==> src/rtl/tff_seq_pkg.sv <==
// Shared types and defaults for the T flip-flop pattern sequencer.
package tff_seq_pkg;

    localparam int unsigned PAT_W_DEF = 16;
    localparam int unsigned LEN_W_DEF = 5;

    typedef enum logic [1:0] {
        IDLE  = 2'd0,
        RUN   = 2'd1,
        FLUSH = 2'd2,
        DONE  = 2'd3
    } seq_state_e;

endpackage

==> src/rtl/t_toggle_cell.sv <==
// T flip-flop cell: q inverts on each rising clk edge where t is high.
module t_toggle_cell (
    input  logic clk,
    input  logic rst,
    input  logic t,
    output logic q,
    output logic qb
);

    always_ff @(posedge clk or posedge rst) begin
        if (rst) begin
            q <= 1'b0;
        end else if (t) begin
            q <= ~q;
        end
    end

    assign qb = ~q;

endmodule

==> src/rtl/tff_pattern_sequencer.sv <==
// Drives a stored toggle pattern onto a T flip-flop LSB first and records Q after each step.
// Define TFF_SEQ_MODEL_EN to use an internal flip-flop model (exposed on q_mon) instead of q_in.
module tff_pattern_sequencer
    import tff_seq_pkg::*;
#(
    parameter int unsigned PAT_W = PAT_W_DEF,
    parameter int unsigned LEN_W = LEN_W_DEF
) (
    input  logic             clk,
    input  logic             rst,
    input  logic             load,
    input  logic [PAT_W-1:0] pat_in,
    input  logic [LEN_W-1:0] len,
    input  logic             start,
    input  logic             abort,
    input  logic             q_in,
    output logic             t_out,
    output logic             busy,
    output logic             done,
    output logic [PAT_W-1:0] capture
`ifdef TFF_SEQ_MODEL_EN
    ,
    output logic             q_mon
`endif
);

    seq_state_e       state;
    logic [PAT_W-1:0] pattern;
    logic [LEN_W-1:0] idx;
    logic [LEN_W-1:0] len_eff;
    logic [LEN_W-1:0] len_clamp;
    logic [LEN_W-1:0] cap_ptr;
    logic [PAT_W-1:0] cap_sel;
    logic             cap_en;
    logic             q_src;

`ifdef TFF_SEQ_MODEL_EN
    logic unused_qb;
    logic unused_q_in;

    t_toggle_cell u_model (
        .clk (clk),
        .rst (rst),
        .t   (t_out),
        .q   (q_mon),
        .qb  (unused_qb)
    );

    assign q_src       = q_mon;
    assign unused_q_in = q_in;
`else
    assign q_src = q_in;
`endif

    // Requests longer than the pattern register run the full pattern.
    assign len_clamp = (len > LEN_W'(PAT_W)) ? LEN_W'(PAT_W) : len;

    // Step k's result is stable one cycle after it is applied, so the write slot lags idx by one.
    assign cap_ptr = idx - LEN_W'(1);
    assign cap_en  = ((state == RUN && idx != '0) || state == FLUSH) && !abort;

    // Decode the bit driven as T and the capture slot being written.
    always_comb begin
        cap_sel = '0;
        t_out   = 1'b0;
        for (int i = 0; i < int'(PAT_W); i++) begin
            if (cap_ptr == LEN_W'(i)) begin
                cap_sel[i] = 1'b1;
            end
            if (state == RUN && idx == LEN_W'(i)) begin
                t_out = pattern[i];
            end
        end
    end

    // Sequencer state, step counter and pattern/capture registers.
    always_ff @(posedge clk or posedge rst) begin
        if (rst) begin
            state   <= IDLE;
            pattern <= '0;
            capture <= '0;
            idx     <= '0;
            len_eff <= '0;
            busy    <= 1'b0;
            done    <= 1'b0;
        end else begin
            done <= 1'b0;
            if (cap_en) begin
                capture <= (capture & ~cap_sel) | (cap_sel & {PAT_W{q_src}});
            end
            case (state)
                IDLE: begin
                    if (load) begin
                        pattern <= pat_in;
                    end
                    if (start && len != '0) begin
                        state   <= RUN;
                        idx     <= '0;
                        len_eff <= len_clamp;
                        capture <= '0;
                        busy    <= 1'b1;
                    end
                end
                RUN: begin
                    if (abort) begin
                        state <= IDLE;
                        idx   <= '0;
                        busy  <= 1'b0;
                    end else begin
                        idx <= idx + LEN_W'(1);
                        if (idx == len_eff - LEN_W'(1)) begin
                            state <= FLUSH;
                        end
                    end
                end
                FLUSH: begin
                    state <= abort ? IDLE : DONE;
                    done  <= !abort;
                    idx   <= '0;
                    busy  <= 1'b0;
                end
                DONE: begin
                    state <= IDLE;
                end
                default: begin
                    state <= IDLE;
                end
            endcase
        end
    end

endmodule

==> config.mk <==
export PLATFORM = sky130hd
export DESIGN_NAME = tff_pattern_sequencer
export DESIGN_NICKNAME = d
export VERILOG_FILES = /design/src/rtl/tff_seq_pkg.sv /design/src/rtl/t_toggle_cell.sv /design/src/rtl/tff_pattern_sequencer.sv
export SDC_FILE = /design/constraint.sdc
export NUM_CORES = 1
export LEC_CHECK = 0
export ABC_AREA = 1
export ABC_CLOCK_PERIOD_IN_PS = 2800
export CORE_ASPECT_RATIO = 1.1
export CORE_MARGIN = 2
export CORE_UTILIZATION = 32
export DETAILED_ROUTE_END_ITERATION = 10
export SYNTH_ARGS = -nofsm -noshare
export SYNTH_HDL_FRONTEND = slang
export SYNTH_SLANG_ARGS = --single-unit
==> constraint.sdc <==
create_clock -name clk -period 2.8 [get_ports clk]
set_clock_uncertainty 0.05 [all_clocks]
set_input_delay 0.56 -clock clk [delete_from_list [all_inputs] [get_ports clk]]
set_output_delay 0.56 -clock clk [all_outputs]
set_load 0.02 [all_outputs]
==> results_dict.tcl, run 1 <==
set metrics [dict create \
    nets 405 \
    power_leakage_nw 1.553 \
    io_buffers 45 \
    max-vdd-ir-drop_mv 0.3925 \
    worstSetupStartpointType "flip-flop" \
    fp.dieH_um 99.17 \
    critPathRequiredTime_ns 2.19 \
    period_minus_slack_ns 2.641 \
    r2r_cells 9 \
    reg2reg_to "capture[9]" \
    relSlewSlack_pct 54.00 \
    endpoint_kind "output pin" \
    dieArea_mm2 0.008977 \
    vias 2213 \
    area_growth_pct 35.00 \
    drc 0 \
    power_density_mw_per_mm2 868.9 \
    ys_seq_area_share_pct 43.68 \
    power_mw 3.091 \
    yosysWarnings 0 \
    clk_latency_ns 0.30 \
    grt_pass1_vias 2134 \
    grt_setup_unrepaired "true" \
    viasPerCell 4.659 \
    antennaDiodeCount 0 \
    antenna_left 0 \
    period_share_pct 94.31 \
    wire_per_inst_um 12.55 \
    max_freq_ghz 0.3787 \
    regToRegStartpoint "idx[1]" \
    drt_iter0_markers 99 \
    start_util_pct 33.12 \
    rows 34 \
    synth.area.mux_share_pct 5.556 \
    synth_top_family_by_area "simple AND/OR/NAND/NOR gates" \
    path_class "reg -> out" \
    holdWs_ns 0.4568 \
    die_x_um 90.52 \
    clk_pin_slew_worst_paths_ns 0.08 \
    crit_arrival_ns 2.03 \
    synth_seq_cells 46 \
    synth_xor_area_share_pct 4.606 \
    core_area_mm2 0.007955 \
    crit_start "idx[0]" \
    place_hpwl_um 4295 \
    syn-num-nets 336 \
    setup.worst_path.end "t_out" \
    critPathMaxFanout 4 \
    synth_compound_area_share_pct 13.39 \
    final_core_util_pct 44.72 \
    grt_max_degree 25 \
    synthSimpleGateAreaFrac_pct 20.70 \
    grt-ovfl-total 0 \
    h-tree-depth 2 \
    io_pins 46 \
    synth_cells 297 \
    dr.pass1.iters 4 \
    numCtsBuffers 5 \
    synthAdderAreaFrac_pct 5.698 \
    drive_gt1_share_pct 22.34 \
    cts_tree "yes" \
    grt_util_all_layers_pct 13.45 \
    clk_path_buf_depth 2 \
    r2r_slack_ns 0.71 \
    clock-sinks 46 \
    root_buffer "clkbuf_8" \
    routed_wl_um 5959 \
    hold_violations 0 \
    grt_pass1_wl_um 9942 \
    netlist_area_mm2 0.002635 \
    setup_viol 0 \
    holdCritPathClass "reg -> reg" \
    gp_congestion 0.8357 \
    worst_slew_pin_slew_ns 0.6883 \
    maxCapViolations 0 \
    antenna_found_initial 0 \
    status "completed" \
    synth_cell_types 34 \
    final_max_slew_viol_count 0 \
    syn_avg_cell_area_um2 8.872 \
]
[cell type report]
cell class | instances | area, µm²
timing repair buffer | 67 | 636.9
sequential | 46 | 1154
tap | 108 | 135.1
inverter | 34 | 140.1
clock inverter | 2 | 12.51
clock buffer | 6 | 82.58
fill | 779 | 4398
multi-input combinational | 212 | 1396
[worst min-delay path by stage]
stage,from,end,cells after the start
floorplan,pattern[3],pattern[3],1
finish,busy,busy,1
global placement,busy,busy,1
global route,busy,busy,1
detailed placement,busy,busy,1
CTS,busy,busy,1
[critical path, cell delays in order, from the launching register on]
cell and delay (ns):
dfrtp_2 0.46, inv_4 0.10, ha_4 0.16, inv_4 0.05
o21ai_2 0.09, inv_1 0.05, nand2_1 0.09, nand3_2 0.07
nand2_1 0.07, nand2_1 0.04, nand2_1 0.05, nand2_1 0.05
nand2_1 0.05, nand2_1 0.05, nand2_1 0.06, nand2_1 0.05
nand2_1 0.05, nand2_1 0.06, buf_6 0.13
[per-stage QoR]
stage	instance area, µm²	instances	TNS [ns]	setup WS [ns]
after global placement	3301	459	0	0.04628
after detailed placement	3301	459	-0.01306	-0.01306
after floorplan	2635	297	0	0.5170
after global routing	3557	475	-0.04823	-0.04823
after CTS	3405	468	0	0.002356
final	3557	475	0	0.1593
[synthesized netlist by cell type, drive strengths merged]
cell type / n / area share, %
dfrtp: 46 / 44
inv: 34 / 4.9
xor2: 5 / 2.7
nand3: 13 / 2.7
ha: 12 / 5.7
nor3b: 1 / 0.29
nand4: 1 / 0.24
a21oi: 32 / 6.2
nor2: 36 / 6.0
or2: 1 / 0.24
buf: 5 / 1.4
a21o: 1 / 0.29
xnor2: 5 / 1.9
o21ai: 24 / 5.1
o22ai: 5 / 1.2
mux2: 13 / 5.6
o21a: 2 / 0.57
nand2: 49 / 7.3
nor3: 12 / 4.0
[timing repair]
| action | CTS | global route |
|---|---|---|
| endpoints found under the hold margin | 0 | 0 |
| pin swaps | 0 | 7 |
| setup buffers | 1 | 7 |
| endpoints found under the setup margin | 1 | 1 |
| hold buffers | 0 | 0 |
| gates resized for setup | 3 | 31 |
[logic make-up after synthesis]
logic type | count (synthesis)
mux | 13
simple gates | 113
flops | 46
buf+inv | 39
compound gates | 64
xor+xnor | 10
fa+ha+maj | 12
[metal layers]
layer | wire, µm | vias up | GRT usage, %
li1 | - | 1113 | -
met5 | 0 | - | 0
met1 | 2744 | 1041 | 17.21
met2 | 2887 | 51 | 23.08
met3 | 249 | 8 | 2.879
met4 | 77 | 0 | 3.787
[cells in the final DEF (no fill, tap or decap), types with 6 or more instances in the layout]
master,instances
mux2_2,13
nor2_1,32
nand3_1,11
a21oi_1,30
inv_1,25
o21ai_1,16
ha_1,8
dfrtp_1,44
nand2_1,47
clkbuf_8,6
clkdlybuf4s50_1,44
buf_4,19
[report_power, final]
| part | total [mW] | leakage (nW) | internal [mW] | switching (mW) |
|---|---|---|---|---|
| Combinational | 1.65 | 0.919 | 0.728 | 0.917 |
| Clock | 0.435 | 0.0472 | 0.199 | 0.236 |
| Sequential | 1.01 | 0.587 | 0.868 | 0.142 |
[flip-flops by register name, indices dropped and copies added, names as in the netlist]
name,flops
done,1
idx,5
state,2
capture,16
busy,1
pattern,16
len_eff,5
(Power assumes the default switching activity.)
==> run 2: changes to the inputs <==
Settings changed: CTS_BUF_LIST set to sky130_fd_sc_hd__clkbuf_16.
==> run 2 against run 1 <==
Against the previous run: final area up 1.0%; largest power group unchanged; core utilization rose by 0.46 points; non-clock buffer count shrank 2; combinational power about the same; setup slack got worse by 0.022 ns; fmax decreased by 0.83%; sequential power about the same; routed wire length rose by 1.8%; clock-buffer cell count decreased by 1; worst hold slack worse by 0.0052 ns; sequential cell count is the same; critical path depth is 1 lower; highest routed layer unchanged; critical endpoint unchanged.
==> results_dict.tcl, run 2 (synthesized netlist as in run 1, its figures left out) <==
set metrics [dict create \
    status "completed" \
    clk_path_buf_depth 2 \
    worstSetupStartpointType "flip-flop" \
    hold_violations 0 \
    gp_congestion 0.8357 \
    start_util_pct 33.12 \
    critPathRequiredTime_ns 2.19 \
    clock-sinks 46 \
    dieArea_mm2 0.008977 \
    power.internal_mw 1.912 \
    holdCritPathClass "reg -> reg" \
    place_hpwl_um 4295 \
    worst-path-buf-inv 2 \
    layout_common_cells "nand2_1, dfrtp_1, clkdlybuf4s50_1, nor2_1, a21oi_1" \
    power_density_mw_per_mm2 900.5 \
    rows 34 \
    vias 2241 \
    p_clk_share_pct 17.9 \
    path_cells "inv_4, ha_4, a21oi_1, nand2_1, nand2_1, nand3_2, nand2_1, nand2_1, nand2_1, nand2_1, nand2_1, nand2_1, nand2_1, nand2_1, nand2_1, nand2_1, buf_6" \
    swShare_pct 40.91 \
    die_x_um 90.52 \
    crit_family "simple AND/OR/NAND/NOR gates" \
    place_ws_ns -0.01306 \
    grt_pass1_vias 2114 \
    critPathMaxFanout 4 \
    cts_tree "yes" \
    viasPerCell 4.738 \
    period_minus_slack_ns 2.663 \
    totalNegativeSetupSlack_ns 0 \
    power_leakage_nw 1.571 \
    n_fill_cell 780 \
    grt_pass1_wl_um 9901 \
    final_common_cell "nand2_1" \
    wire_per_inst_um 12.82 \
    crit_arrival_ns 2.05 \
    max_freq_ghz 0.3755 \
    h-tree-depth 2 \
    antenna_found_initial 0 \
    area_growth_pct 36.37 \
    relSlewSlack_pct 54.20 \
    critPathMostFrequentCell "nand2_1" \
    top_regs "capture (16), pattern (16)" \
    path_class "reg -> out" \
    pwr-share-comb_pct 50.8 \
    nets 403 \
    setup_viol 0 \
    cp_slowest_stage_delay_ns 0.45 \
    grt-ovfl-total 0 \
    max-vdd-ir-drop_mv 0.3955 \
    numCtsBuffers 5 \
    grt_util_all_layers_pct 13.56 \
    core_area_mm2 0.007955 \
    seqPwrFrac_pct 31.3 \
    io_buffers 45 \
    antenna_left 0 \
    antennaDiodeCount 0 \
    clk_pin_slew_worst_paths_ns 0.06 \
    root_buffer "clkbuf_16" \
    drt_iter0_markers 114 \
    drc 0 \
    grt_max_degree 25 \
    period_share_pct 95.10 \
    final_max_slew_viol_count 0 \
    endpoint_kind "output pin" \
    routed_wl_um 6066 \
    clk_latency_ns 0.29 \
    fp.dieH_um 99.17 \
    maxCapViolations 0 \
    holdWs_ns 0.4516 \
    worst_slew_pin_slew_ns 0.6853 \
    dr.pass1.iters 4 \
    p_sw_mw 1.324 \
    io_pins 46 \
    crit_slowest_cell "dfrtp_2" \
    finalWorstSetupSlack_ns 0.1371 \
    drive_gt1_share_pct 21.64 \
]
run 2: routing by layer:
layer | track usage (%) | routed length (µm) | up-vias
li1 | - | - | 1113
met1 | 17.30 | 2766 | 1071
met2 | 22.85 | 2908 | 49
met3 | 3.106 | 278 | 8
met4 | 4.497 | 112 | 0
met5 | 0 | 0 | -
run 2: power by group through the flow:
stage | clock network [mW] | logic (mW) | registers, mW
global route | 0.626 | 1.82 | 1.04
CTS | 0.590 | 1.48 | 0.995
floorplan | 0 | 1.07 | 0.996
global placement | 0 | 1.46 | 1.00
detailed placement | 0 | 1.48 | 1.00
finish | 0.578 | 1.64 | 1.01
run 2: path summary, 6_finish.rpt:
kind                               end    from  slack (ns)  cells past startpoint
max reg2reg                 capture[9]  idx[0]        0.69                      9
max in group asynchronous       idx[4]     rst        1.60                      3
min in group asynchronous  pattern[12]     rst        0.59                      2
min reg2reg                       busy    busy        0.45                      1
max                              t_out  idx[1]        0.14                     17
min                               busy    busy        0.45                      1
run 2: layout make-up:
| cell class | count | area [µm²] | area share [%] |
|---|---|---|---|
| Sequential cell | 46 | 1154 | 32.10 |
| Timing Repair Buffer | 65 | 621.8 | 17.30 |
| Multi-Input combinational cell | 212 | 1404 | 39.07 |
| Tap cell | 108 | 135.1 | 3.760 |
| Clock inverter | 3 | 16.27 | 0.4526 |
| Clock buffer | 5 | 125.1 | 3.482 |
| Inverter | 34 | 137.6 | 3.830 |
run 2: timing repair:
| action | in CTS | in global routing |
|---|---|---|
| pin swaps | 0 | 5 |
| gates resized for setup | 3 | 31 |
| hold buffers | 0 | 0 |
| endpoints found under the setup margin | 1 | 1 |
| buffers inserted | 0 | 6 |
run 2: stage by stage:
stage	total power, mW	util [%]	instance area [µm²]	std cells
CTS	3.070	43.28	3443	467
detailed placement	2.487	41.49	3301	459
floorplan	2.062	-	2635	297
global route	3.485	45.17	3593	473
global placement	2.457	41.49	3301	459
finish	3.236	45.17	3593	473
==> run 3: changes to the inputs <==
Settings changed: MAX_ROUTING_LAYER set to met4.
==> run 3 against run 2 <==
Against the previous run: sequential cell count stayed put; cell count stayed put; critical endpoint unchanged; largest power group unchanged; combinational power hardly changed; sequential power hardly changed; via count is 0.45% lower; worst hold slack hardly changed; global-route usage is 0.41 points higher; clock power hardly changed; highest routed layer unchanged.
==> results_dict.tcl, run 3 (synthesized netlist as in run 1, its figures left out) <==
set metrics [dict create \
    die_x_um 90.52 \
    dieArea_mm2 0.008977 \
    clk_latency_ns 0.29 \
    core_area_mm2 0.007955 \
    area_growth_pct 36.37 \
    io_pins 46 \
    root_buffer "clkbuf_16" \
    critPathMaxFanout 4 \
    nets 403 \
    hold_violations 0 \
    r2r_cells 9 \
    setup_viol 0 \
    worstSetupStartpointType "flip-flop" \
    critPathMostFrequentCell "nand2_1" \
    critPathRequiredTime_ns 2.19 \
    path_cells "inv_4, ha_4, a21oi_1, nand2_1, nand2_1, nand3_2, nand2_1, nand2_1, nand2_1, nand2_1, nand2_1, nand2_1, nand2_1, nand2_1, nand2_1, nand2_1, buf_6" \
    dr.pass1.iters 4 \
    endpoint_kind "output pin" \
    drc 0 \
    io_buffers 45 \
    numCtsBuffers 5 \
    seqPwrFrac_pct 31.3 \
    drt_iter0_markers 104 \
    pwr-share-comb_pct 50.8 \
    vias 2231 \
    h-tree-depth 2 \
    dp_cells 459 \
    busiest_layer "met2" \
    worst-path-buf-inv 2 \
    holdCritPathClass "reg -> reg" \
    grt-ovfl-total 0 \
    clk_pin_slew_worst_paths_ns 0.06 \
    status "completed" \
    reg2reg_to "capture[9]" \
    maxCapViolations 0 \
    regToRegStartpoint "idx[0]" \
    max-vdd-ir-drop_mv 0.3958 \
    r2r_slack_ns 0.69 \
    period_minus_slack_ns 2.668 \
    power_density_mw_per_mm2 901.1 \
    clock-sinks 46 \
    p_clk_share_pct 17.9 \
    worst_slew_pin_slew_ns 0.6872 \
    layout_common_cells "nand2_1, dfrtp_1, clkdlybuf4s50_1, nor2_1, a21oi_1" \
    wire_per_inst_um 12.84 \
    place_hpwl_um 4295 \
    totalNegativeSetupSlack_ns 0 \
    hp-start "busy" \
    cp_slowest_stage_delay_ns 0.45 \
    viasPerCell 4.717 \
    fp.dieH_um 99.17 \
    gp_congestion 0.8486 \
    cts_hold_buf 0 \
    period_share_pct 95.29 \
    use_met3_pct 3.030 \
    final_max_slew_viol_count 0 \
    power_leakage_nw 1.571 \
    whs_path_depth 1 \
    clk_path_buf_depth 2 \
    routed_wl_um 6072 \
    antenna_found_initial 0 \
    grt_util_all_layers_pct 13.97 \
    fin_cells 473 \
    p_sw_mw 1.326 \
    start_util_pct 33.12 \
    top_regs "capture (16), pattern (16)" \
    antenna_left 0 \
    grt_pass1_vias 2123 \
    rows 34 \
    use_met1_pct 17.35 \
    holdPathEnd "busy" \
    final_common_cell "nand2_1" \
    power.internal_mw 1.912 \
    antennaDiodeCount 0 \
    critical_path_depth 17 \
    drive_gt1_share_pct 21.64 \
    path_class "reg -> out" \
    crit_arrival_ns 2.06 \
    relSlewSlack_pct 54.08 \
    grt_max_degree 25 \
    max_freq_ghz 0.3748 \
    grt_pass1_wl_um 9908 \
    crit_slowest_cell "dfrtp_2" \
    swShare_pct 40.94 \
    grtUsageMet2_pct 22.85 \
    crit_family "simple AND/OR/NAND/NOR gates" \
    cts_tree "yes" \
]
## run 3: layout make-up
class                   instances  area (µm²)
clock inverters                 3       16.27
flip-flops and latches         46        1154
fillers                       780        4362
repair buffers                 65       621.8
clock buffers                   5       125.1
inverters                      34       137.6
multi-input cells             212        1404
well taps                     108       135.1
## run 3: metrics by stage
stage / hold WS, ns / utilization (%) / cell area (µm²) / setup slack (ns) / power [mW]
CTS: 0.4565 / 43.28 / 3443 / 0.02075 / 3.070
global route: 0.4707 / 45.17 / 3593 / -0.03785 / 3.485
global placement: 0.4366 / 41.49 / 3301 / 0.04628 / 2.457
detailed placement: 0.4374 / 41.49 / 3301 / -0.01306 / 2.487
floorplan: 0.4297 / - / 2635 / 0.5170 / 2.062
finish: 0.4516 / 45.17 / 3593 / 0.1319 / 3.238
## run 3: layer usage
| layer | part of all wire [%] | vias to the layer above |
|---|---|---|
| li1 | - | 1110 |
| met1 | 46 | 1068 |
| met2 | 48 | 44 |
| met3 | 4.5 | 9 |
| met4 | 1.8 | 0 |
| met5 | 0 | - |
## run 3: worst max path at each step
stage           start     to  slack [ns]
2_1_floorplan  idx[0]  t_out        0.52
3_3_place_gp   idx[1]  t_out        0.05
3_5_place_dp   idx[1]  t_out       -0.01
4_1_cts        idx[1]  t_out        0.02
5_1_grt        idx[0]  t_out       -0.04
6_report       idx[1]  t_out        0.13
## run 3: power by group through the flow
| stage | Clock, mW | Sequential (mW) | Combinational (mW) |
|---|---|---|---|
| after global placement | 0 | 1.00 | 1.46 |
| after detailed placement | 0 | 1.00 | 1.48 |
| final | 0.580 | 1.01 | 1.64 |
| after global routing | 0.626 | 1.04 | 1.82 |
| after floorplan | 0 | 0.996 | 1.07 |
| after CTS | 0.590 | 0.995 | 1.48 |
## run 3: repair_timing
action,in CTS,in global routing
gates resized for setup,3,31
setup buffers,0,6
pin swaps,0,5
cloned,0,0
hold endpoints to repair,0,0
setup endpoints to repair,1,1
